File: config.mk
export PLATFORM = sky130hd
export DESIGN_NAME = uart_tx_flat
export DESIGN_NICKNAME = d
export VERILOG_FILES = /design/src/rtl/uart_pkg.sv /design/src/rtl/uart_tx_if.sv /design/src/rtl/uart_baud_cnt.sv /design/src/rtl/uart_tx.sv /design/src/flat_wrapper.sv
export SDC_FILE = /design/constraint.sdc
export NUM_CORES = 1
export LEC_CHECK = 0
export ABC_CLOCK_PERIOD_IN_PS = 3100
export CAP_MARGIN = 30
export CORE_ASPECT_RATIO = 1.1
export CORE_MARGIN = 1
export CORE_UTILIZATION = 41
export CTS_BUF_LIST = sky130_fd_sc_hd__clkbuf_4 sky130_fd_sc_hd__clkbuf_8 sky130_fd_sc_hd__clkbuf_16
export DETAILED_ROUTE_END_ITERATION = 6
export SLEW_MARGIN = 20
export SYNTH_ARGS = -nofsm -noshare
export SYNTH_HDL_FRONTEND = slang
export SYNTH_SLANG_ARGS = --single-unit
File: constraint.sdc
create_clock -name clk -period 3.1 [get_ports clk]
set_clock_uncertainty 0.05 [all_clocks]
set_input_delay 0.31 -clock clk [delete_from_list [all_inputs] [get_ports clk]]
set_output_delay 0.31 -clock clk [all_outputs]
set_load 0.03 [all_outputs]
File: src/rtl/uart_pkg.sv
`default_nettype none
// +----------------------------------------------------------------------+
// | uart_pkg : shared UART state encoding, frame constants and helpers   |
// | Revision : 1.0                                                       |
// +----------------------------------------------------------------------+
package uart_pkg;

  typedef enum logic [2:0] {
    ST_IDLE   = 3'd0,
    ST_START  = 3'd1,
    ST_DATA   = 3'd2,
    ST_PARITY = 3'd3,
    ST_STOP   = 3'd4
  } uart_state_e;

  localparam int DATA_BITS = 8;

  function automatic int baud_cnt_max(input int clk_freq, input int baud);
    return clk_freq / baud;
  endfunction

  // Width able to hold 0..max_val-1, never narrower than one bit.
  function automatic int cnt_width(input int max_val);
    return (max_val <= 2) ? 1 : $clog2(max_val);
  endfunction

endpackage
`default_nettype wire

File: src/rtl/uart_tx_if.sv
`default_nettype none
// +----------------------------------------------------------------------+
// | uart_tx_if : byte valid/ready handshake into the UART transmitter    |
// | Revision   : 1.0                                                     |
// +----------------------------------------------------------------------+
interface uart_tx_if;
  logic [7:0] din;
  logic       din_vld;
  logic       rdy;

  modport master (output din, output din_vld, input rdy);
  modport slave  (input din, input din_vld, output rdy);
endinterface
`default_nettype wire

File: src/rtl/uart_baud_cnt.sv
`default_nettype none
// +----------------------------------------------------------------------+
// | uart_baud_cnt : baud-period counter, pulses o_bit_end on last cycle  |
// | Revision      : 1.0                                                  |
// +----------------------------------------------------------------------+
module uart_baud_cnt
  import uart_pkg::*;
#(
  parameter int CNT_MAX = 10
) (
  input  logic clk,
  input  logic rst_n,
  input  logic i_en,
  input  logic i_clr,
  output logic o_bit_end
);

  localparam int CW = cnt_width(CNT_MAX);
  localparam logic [CW-1:0] LAST = CW'(CNT_MAX - 1);

  logic [CW-1:0] r_cnt;

  assign o_bit_end = i_en && (r_cnt == LAST);

  always_ff @(posedge clk or negedge rst_n) begin
    if (!rst_n) begin
      r_cnt <= '0;
    end else if (i_clr || o_bit_end) begin
      r_cnt <= '0;
    end else if (i_en) begin
      r_cnt <= r_cnt + CW'(1);
    end
  end

endmodule
`default_nettype wire

File: src/rtl/uart_tx.sv
`default_nettype none
// +----------------------------------------------------------------------+
// | uart_tx : 8N1 UART transmitter (8E1 when UART_TX_PARITY_EN defined)  |
// | Revision : 1.0                                                       |
// +----------------------------------------------------------------------+
module uart_tx
  import uart_pkg::*;
#(
  parameter int CLK_FREQ = 25_000_000,
  parameter int BAUD     = 115200
) (
  input  logic      clk,
  input  logic      rst_n,
  uart_tx_if.slave  bus,
  output logic      o_tx
);

  localparam int BAUD_CNT_MAX = baud_cnt_max(CLK_FREQ, BAUD);

  uart_state_e          r_state, w_state_nxt;
  logic [DATA_BITS-1:0] r_shift, w_shift_nxt;
  logic [2:0]           r_bit_cnt, w_bit_cnt_nxt;
  logic                 r_tx, w_tx_nxt;
  logic                 r_rdy;
  logic                 w_accept, w_busy, w_idle, w_bit_end;
`ifdef UART_TX_PARITY_EN
  logic                 r_par, w_par_nxt;
`endif

  assign w_accept = bus.din_vld && r_rdy;
  assign w_idle   = (r_state == ST_IDLE);
  assign w_busy   = !w_idle;

  uart_baud_cnt #(.CNT_MAX(BAUD_CNT_MAX)) u_baud_cnt (
    .clk       (clk),
    .rst_n     (rst_n),
    .i_en      (w_busy),
    .i_clr     (w_idle),
    .o_bit_end (w_bit_end)
  );

  always_comb begin
    w_state_nxt   = r_state;
    w_shift_nxt   = r_shift;
    w_bit_cnt_nxt = r_bit_cnt;
    w_tx_nxt      = 1'b1;
`ifdef UART_TX_PARITY_EN
    w_par_nxt     = r_par;
`endif
    case (r_state)
      ST_IDLE: begin
        if (w_accept) begin
          w_state_nxt   = ST_START;
          w_shift_nxt   = bus.din;
          w_bit_cnt_nxt = '0;
`ifdef UART_TX_PARITY_EN
          w_par_nxt     = ^bus.din;
`endif
        end
      end
      ST_START: if (w_bit_end) w_state_nxt = ST_DATA;
      ST_DATA: begin
        if (w_bit_end) begin
          w_shift_nxt = {1'b0, r_shift[DATA_BITS-1:1]};
          if (r_bit_cnt == 3'(DATA_BITS - 1)) begin
            w_bit_cnt_nxt = '0;
`ifdef UART_TX_PARITY_EN
            w_state_nxt   = ST_PARITY;
`else
            w_state_nxt   = ST_STOP;
`endif
          end else begin
            w_bit_cnt_nxt = r_bit_cnt + 3'd1;
          end
        end
      end
`ifdef UART_TX_PARITY_EN
      ST_PARITY: if (w_bit_end) w_state_nxt = ST_STOP;
`endif
      ST_STOP: if (w_bit_end) w_state_nxt = ST_IDLE;
      default: w_state_nxt = ST_IDLE;
    endcase

    // Outputs are decoded from the next state so the registered line is aligned with it.
    case (w_state_nxt)
      ST_START:  w_tx_nxt = 1'b0;
      ST_DATA:   w_tx_nxt = w_shift_nxt[0];
`ifdef UART_TX_PARITY_EN
      ST_PARITY: w_tx_nxt = w_par_nxt;
`endif
      default:   w_tx_nxt = 1'b1;
    endcase
  end

  always_ff @(posedge clk or negedge rst_n) begin
    if (!rst_n) begin
      r_state   <= ST_IDLE;
      r_shift   <= '0;
      r_bit_cnt <= '0;
      r_tx      <= 1'b1;
      r_rdy     <= 1'b1;
`ifdef UART_TX_PARITY_EN
      r_par     <= 1'b0;
`endif
    end else begin
      r_state   <= w_state_nxt;
      r_shift   <= w_shift_nxt;
      r_bit_cnt <= w_bit_cnt_nxt;
      r_tx      <= w_tx_nxt;
      r_rdy     <= (w_state_nxt == ST_IDLE);
`ifdef UART_TX_PARITY_EN
      r_par     <= w_par_nxt;
`endif
    end
  end

  assign o_tx    = r_tx;
  assign bus.rdy = r_rdy;

endmodule
`default_nettype wire

File: src/flat_wrapper.sv
// flat-port wrapper written by rule: the top's interface ports become plain ports
module uart_tx_flat import uart_pkg::*;
#(
  parameter int CLK_FREQ = 25_000_000,
  parameter int BAUD     = 115200
)
  (clk, rst_n, o_tx, bus_din, bus_din_vld, bus_rdy);
  uart_tx_if bus_i ();
  input  logic clk;
  input  logic rst_n;
  output logic o_tx;
  input wire logic [$bits(bus_i.din)-1:0] bus_din;
  input wire logic [$bits(bus_i.din_vld)-1:0] bus_din_vld;
  output wire logic [$bits(bus_i.rdy)-1:0] bus_rdy;
  assign bus_i.din = bus_din;
  assign bus_i.din_vld = bus_din_vld;
  assign bus_rdy = bus_i.rdy;
  uart_tx #(.CLK_FREQ(CLK_FREQ), .BAUD(BAUD)) u_core (.clk(clk), .rst_n(rst_n), .bus(bus_i), .o_tx(o_tx));
endmodule
==> summary by stage, run 1 <==
Outcome
The run finished with clean final reports.

Detailed routing
The initial detailed-routing violation count is 13. In this run the remaining antenna-violating nets after routing total 0. After detailed routing, the number of vias per cell comes to 5.32. The routed design has ~2.1 mm of wire. For this run, design rule violations remaining after detail routing come to 0. Dividing the detail-routed wire length by the instance count gives 14.1 um. The first-pass detailed-route iteration total is 5.

The routed via count is 804.

Timing
After layout, the worst setup slack is ~1.2 ns. Setup repair after global routing left no endpoint under its margin. The pin slew with the least headroom to its limit is 0.524 ns.

The final hold violation count was 0. For this run, the top clock speed supported by timing is 0.521 GHz. The worst max-slew margin expressed relative to the limit is 65.0%.

Setup violations remaining at the end of the flow were counted as 0. The max-slew violation count is 0. The total negative slack is 0 ns. The ratio of final minimum period to clock period is 61.9%.

Subtracting the final worst setup slack from the clock period gives 1.92 ns.

Logic synthesis
Dividing the synthesized area by the synthesized cell count gives 10.9 um2. The number of cells produced by synthesis is roughly 110. For this run, the leading register cell type out of synthesis is dfrtp_1.

Synthesis inferred 24 register bits. Counting flops with an async set or reset pin after synthesis yields a share of 100%. The synthesized design contains 0 enable-type register cells. In this run the cell area of the synthesized design comes to 1150 um2. The count of synthesis-stage warnings from yosys is 0. The number of distinct library cells after synthesis is 33.

The sequential fraction of the synthesis area is 52.6%. The number of nets produced by synthesis is 120.

Cells and area
The count of antenna diodes in the layout is 0. The most frequent standard cell in the layout excluding fill and tap cells is dfrtp_1. The cell area after layout is 1340 um2. In the final design database the tool counted 136 nets. The fraction of final layout cells sized beyond drive strength 1 is 10.0%. The share of the core filled with cells in the final layout is around 52%. After filler insertion, the fill cell instance count of the layout stands at approximately 240. The growth of design area from synthesis to finish is 17.2%. The library cells used most frequently in the layout, excluding fill and tap cells, are dfrtp_1, nor2_1, clkdlybuf4s50_1.

Power
Overall power consumption after layout is estimated at 0.498 mW. The worst vdd rail ir drop is between 0.00015 and 0.0002 V. The power density over the cells is roughly 370 nW/um2. The analysis attributes to cell leakage a power of 0.684 nW.

Die
Row generation in the floorplan step produced 19 rows. The floorplan step defined a die boundary enclosing roughly 3000 um2. The die is 52.4 um wide.

The total area inside the core boundary comes to 2570 um2. The initial utilization of the core area, before any placement, comes to between 40% and 50%. The boundary pin count is 13.

The die height is 57.5 um.

Setup path
The endpoint identified for the worst register-to-register timing path is u_core.r_bit_cnt[1]$_DFFE_PN0P_. The worst setup path is launched from a register. The worst setup path is of the register to register kind. For the worst setup path, the data required time is 3.25 ns. Of all nets on the critical path, the largest fanout is 10. At the worst endpoint, the arrival time is 2.07 ns. In this run the critical register-to-register path is launched from u_core.u_baud_cnt.r_cnt[0]$_DFFE_PN0P_. The endpoint kind of the worst setup timing path is a register.

The register-to-register setup slack is 1.18 ns. Counting cells, the worst reg-to-reg path comes to 6.

Clocking
TritonCTS built the clock tree. The number of H-tree branching levels is 1. TritonCTS created 3 clock buffers. The setup fix buffers added after clock tree synthesis is 0.

After clock tree synthesis, the flow added hold-fix buffers numbering 0. Clock-pin slew was measured on the worst setup and hold paths at roughly 0.13 ns. The deepest clock path buffer count is 2. The number of clock sinks is 24. The clock reaches the later pin of the worst-skew pair after 0.31 ns. The post-cts sizing count is 0.

Clock tree synthesis selected as its root buffer the cell clkbuf_4.

GRT
In the global route stage, overall resource usage came out at 16.2%. Entering global routing, the biggest net connects 14 pins. The via count of the first global-routing pass came to 828. The initial antenna violation count was 0.

The leftover overflow at the end of global routing is 0. The global-route wire length before repair is approximately 3.6 mm.

Placed design
The area after detailed placement is 1310 um2. The sum of net half-perimeters after detailed placement is about 1.6 mm. Before CTS, the worst setup slack after placement is around 1.2 ns. The last weighted congestion value of the routability-driven placer is 0.742. Input and output buffers added on the ports amount to 12.

Worst hold path
The worst hold path belongs to the class input pin to asynchronous set/reset pin.

Job
The tool flagged a number of max-cap violations equal to 0.
## per-stage QoR
stage	hold slack (ns)	instances
floorplan	-0.0356	105
global placement	0.414	146
detailed placement	0.417	147
CTS	0.296	151
global route	0.314	151
finish	0.271	151
## layout make-up
class	count	area (um2)	share of cell area (%)
multi-input combinational	74	508	37.8
clock buffer	4	36.3	2.70
inverter	4	15.0	1.12
timing repair buffer	14	143	10.6
sequential	24	603	44.9
tap	31	38.8	2.89
## power breakdown
group | internal (mW) | switching (mW)
Clock | 0.0717 | 0.0916
Combinational | 0.0135 | 0.00806
Sequential | 0.313 | 0
Total | 0.398 | 0.0997
## routing by layer
| metal | vias to the layer above | track usage (%) | routed length (um) |
|---|---|---|---|
| li1 | 394 | - | - |
| met1 | 399 | 22.1 | 1050 |
| met2 | 9 | 24.8 | 1000 |
| met3 | 2 | 3.47 | 55 |
| met4 | 0 | 6.77 | 19 |
| met5 | - | 0 | 0 |
## cell usage after synthesis, drive strengths merged (2+ instances only)
library cell,count,area [um2]
o21ai,2,10.0
xnor2,3,26.3
xor2,3,26.3
a22o,7,61.3
nor3b,2,15.0
a21oi,2,10.0
a21o,6,45.0
inv,4,15.0
nor3,2,10.0
nand2b,4,25.0
mux2,2,22.5
ha,4,50.1
nand3,3,15.0
dfstp,2,52.6
buf,2,16.3
nand2,6,22.5
nor2,13,56.3
dfrtp,22,551
and3,4,25.0
## kinds of logic after synthesis
kind of cell | synth area share (%)
AOI/OAI and AO/OA | 13.4
adders and majority gates | 4.37
buffers and inverters | 3.06
DFF | 52.6
xor gates and xnor gates | 4.59
muxes | 2.84
and+or+nand+nor | 19.1
## critical path, cell delays in order, from the launching register on
cell and delay, ns:
dfrtp_1 0.41, inv_1 0.06, ha_1 0.19, and4b_4 0.21, and3_1 0.27, nor2_4 0.27, mux2_2 0.36
## registers in the layout (all words and copies together) (netlist names)
name	flops
u_core.r_shift	8
u_core.r_state	3
u_core.u_baud_cnt.r_cnt	8
u_core.bus.rdy	1
u_core.r_bit_cnt	3
u_core.o_tx	1
## worst max path at each step
stage / to / depth (start not counted) / from / slack [ns]
after global placement: u_core.r_bit_cnt[1]$_DFFE_PN0P_ / 4 / bus_din_vld / 1.25
after CTS: u_core.r_bit_cnt[1]$_DFFE_PN0P_ / 6 / u_core.u_baud_cnt.r_cnt[0]$_DFFE_PN0P_ / 1.17
after detailed placement: u_core.r_bit_cnt[1]$_DFFE_PN0P_ / 6 / u_core.u_baud_cnt.r_cnt[0]$_DFFE_PN0P_ / 1.19
after floorplan: u_core.r_bit_cnt[0]$_DFFE_PN0P_ / 7 / u_core.u_baud_cnt.r_cnt[0]$_DFFE_PN0P_ / 1.34
final: u_core.r_bit_cnt[1]$_DFFE_PN0P_ / 6 / u_core.u_baud_cnt.r_cnt[0]$_DFFE_PN0P_ / 1.18
after global routing: u_core.r_bit_cnt[1]$_DFFE_PN0P_ / 6 / u_core.u_baud_cnt.r_cnt[0]$_DFFE_PN0P_ / 1.06
No activity file was read; power rests on OpenSTA's default activity.
==> run 2, diff against run 1 <==
Settings changed: ABC_CLOCK_PERIOD_IN_PS 3100 to 2000.
Clock period 3.1 ns to 2 ns, I/O delays scaled along.
==> run 2 against run 1 <==
  * Sequential power is 55% higher
  * Final cell count stayed put
  * Critical path depth unchanged
  * Sequential cell count is the same
  * Global-route usage fell by 0.68 points
  * Via count down 3.9%
  * Register-to-register slack got worse by 1.0 ns
  * Maximum frequency increased by 5.2%
  * Wire length is 6.3% lower
==> summary by stage, run 2 (synthesis results as in run 1) <==
Clocking
The register clock-pin slew on the reported worst setup and hold paths was 0.13 ns (about the same). The post-cts sizing count is 0 (unchanged). The deepest clock path buffer count was 2 (unchanged). The number of buffers created by CTS is 3 (unchanged).

The number of clock sinks is 24 (unchanged). The clock latency on the worst-skew pair is 0.31 ns (about the same). The library cell used as clock root buffer is clkbuf_4. The CTS tree is yes. The setup fix buffers added after clock tree synthesis is 0 (unchanged).

The number of H-tree branching levels is 1 (unchanged). The count of hold-fix buffers inserted at cts came to 0 (unchanged).

Detailed routing
The first-pass detailed-route iteration total is 3 (-2). The detailed-route wire length per cell came to 13.2 um (-6.3%). The post-route DRC violation count is 0 (unchanged). The total length of routed wires was 2.00 mm (-6.3%).

The initial detailed-routing violation count is 29 (+16). The number of vias per cell is 5.12 (-3.9%). The remaining antenna violation count after routing is 0 (unchanged). The routed via count is 773 (-3.9%).

Setup path
The arrival time at the worst endpoint is 1.97 ns (-0.10 ns). The data required time of the worst path is 2.15 ns (-1.10 ns). For this design, the slowest cell found on the critical path is dfrtp_1. The critical path goes through inv_1 > ha_1 > and4b_4 > and3_1 > nor2_4 > mux2_2. The critical path buffer and inverter count was 1 (unchanged). The endpoint kind of the worst setup timing path is a register. The kind of cell adding the most delay to the critical path is simple AND/OR/NAND/NOR gates. The maximum fanout encountered on the critical timing path came to 10 (unchanged). The delay of the slowest critical-path stage was 0.41 ns (about the same).

The setup path with the least slack is of type register to register. STA classifies the critical path startpoint as a register.

Die
The placeable core region is 2570 um2 (unchanged). The number of rows in the core area is 19 (unchanged). The boundary pin count is 13 (unchanged). The floorplan die area was 3010 um2 (unchanged). The die height is 57.5 um (unchanged). The width of the die is 52.4 um (unchanged).

The initial cell density of the core is 44.6% (unchanged).

Placed design
The area after detailed placement is 1310 um2 (unchanged). The last weighted congestion value of the routability-driven placer is 0.731 (-1.5%). The number of port buffers was 12 (unchanged). The sum of net half-perimeters after detailed placement was 1.45 mm (-7.5%).

GRT
The leftover overflow at the end of global routing is 0 (unchanged). The global-route track usage on met3 is 3.20% (-0.27 points). The via count of the first global-routing pass is 787 (-5.0%). The fraction of met1 tracks used by global routing was 22.3% (+0.23 points).

The overall fraction of global-route tracks in use is 15.5% (-0.68 points). The global-route wire length before repair came to 3.48 mm (-3.1%). The initial antenna violation count came to 0 (unchanged).

The met2 track demand over resource in global routing came to 23.0% (-1.8 points). The pin count of the biggest net entering global routing is 25 (+11). met2 is the most crowded layer.

Job
The max-capacitance violation count is 0 (unchanged).

Cells and area
The growth of design area from synthesis to finish is 16.0%. The most frequent standard cell in the layout excluding fill and tap cells is dfrtp_1. In the final layout, the registers with the most flip-flops are u_core.r_shift x8, u_core.u_baud_cnt.r_cnt x8. The fraction of final layout cells sized beyond drive strength 1 is 10.0% (unchanged). The area taken by multi-input logic gates came to 508 um2 (unchanged). The count of filler cells inserted in the layout is 248 (+2.1%). The area taken by flip-flops and latches is 603 um2 (unchanged). The top cell types in the final layout, fill and taps aside, are dfrtp_1, nor2_1, clkdlybuf4s50_1. The count of antenna diodes in the layout is 0 (unchanged). The net count of the finished layout was 137 (+0.74%). The cell area after layout came to 1330 um2 (-1.0%).

Power
The worst vdd rail ir drop was 0.000351 V (+84%). The total leakage power was 0.679 nW (-0.73%). The overall power was 0.722 mW (+45%). The power density over the cells came to 543 nW/um2 (+46%).

Timing
The max-slew violation count is 0 (unchanged). The fmax is 0.548 GHz (+5.2%). The pin slew with the least headroom to its limit is 0.468 ns (-0.0559 ns). The total negative slack came to 0 ns (unchanged).

Setup repair after global routing left no endpoint under its margin. The shortest period the worst path allows is 1.82 ns (-0.0949 ns). The worst max-slew margin expressed relative to the limit is 68.8% (+3.8 points).

The number of endpoints failing setup at the final stage is 0 (unchanged). The final hold violation count is 0 (unchanged). The ratio of final minimum period to clock period came to 91.2% (+29 points).

Worst hold path
The path category of the worst min-delay check is input pin to asynchronous set/reset pin.

Outcome
The flow ran to the end, and the final reports show no timing, DRC or antenna violations.
[run 2: changes by cell type in the layout (fill, tap and decap cells not counted), sizes merged]
cell    previous run  this run
buf                2         3
clkbuf             4         3
[run 2: power breakdown]
part	switching [mW]	internal, mW	leakage, nW
clock	0.136	0.0703	0.0138
sequential	0	0.485	0.303
combinational	0.0117	0.0184	0.362
total	0.148	0.574	0.679
[run 2: cell type report]
class	count	share of cell area [%]
timing repair buffer	15	10.7
inverter	4	1.13
clock buffer	3	1.69
multi-input combinational	74	38.2
tap	31	2.92
sequential	24	45.3
[run 2: per-layer routing]
layer  share of wire, %  up-vias
li1                   -      396
met1                 51      364
met2                 44        9
met3                3.0        4
met4                1.3        0
met5                  0        -
[run 2: worst paths after layout]
| check | startpoint | cells past startpoint | slack [ns] | end |
|---|---|---|---|---|
| max in group asynchronous | rst_n | 2 | 1.43 | u_core.o_tx$_DFF_PN1_ |
| hold reg to reg | u_core.r_shift[1]$_DFFE_PN0P_ | 1 | 0.44 | u_core.r_shift[1]$_DFFE_PN0P_ |
| setup reg to reg | u_core.u_baud_cnt.r_cnt[0]$_DFFE_PN0P_ | 6 | 0.18 | u_core.r_bit_cnt[1]$_DFFE_PN0P_ |
| min in group clk | u_core.r_shift[1]$_DFFE_PN0P_ | 1 | 0.44 | u_core.r_shift[1]$_DFFE_PN0P_ |
| hold / removal | rst_n | 2 | 0.18 | u_core.r_state[0]$_DFF_PN0_ |
| setup / recovery | u_core.u_baud_cnt.r_cnt[0]$_DFFE_PN0P_ | 6 | 0.18 | u_core.r_bit_cnt[1]$_DFFE_PN0P_ |
[run 2: through the flow]
stage / hold WS (ns) / util, % / worst slack [ns] / std cells
after floorplan: -0.146 / - / 0.245 / 105
after CTS: 0.187 / 51.8 / 0.164 / 151
final: 0.176 / 51.8 / 0.175 / 151
after global placement: 0.411 / 50.9 / 0.235 / 148
after detailed placement: 0.421 / 50.9 / 0.182 / 148
after global routing: 0.192 / 51.8 / 0.0755 / 151
==> run 3, diff against run 2 <==
Settings changed: SKIP_CTS_REPAIR_TIMING set to 1.
==> results of run 3 <==
Same layout as run 2: the final DEF is identical, and so are final timing and power.
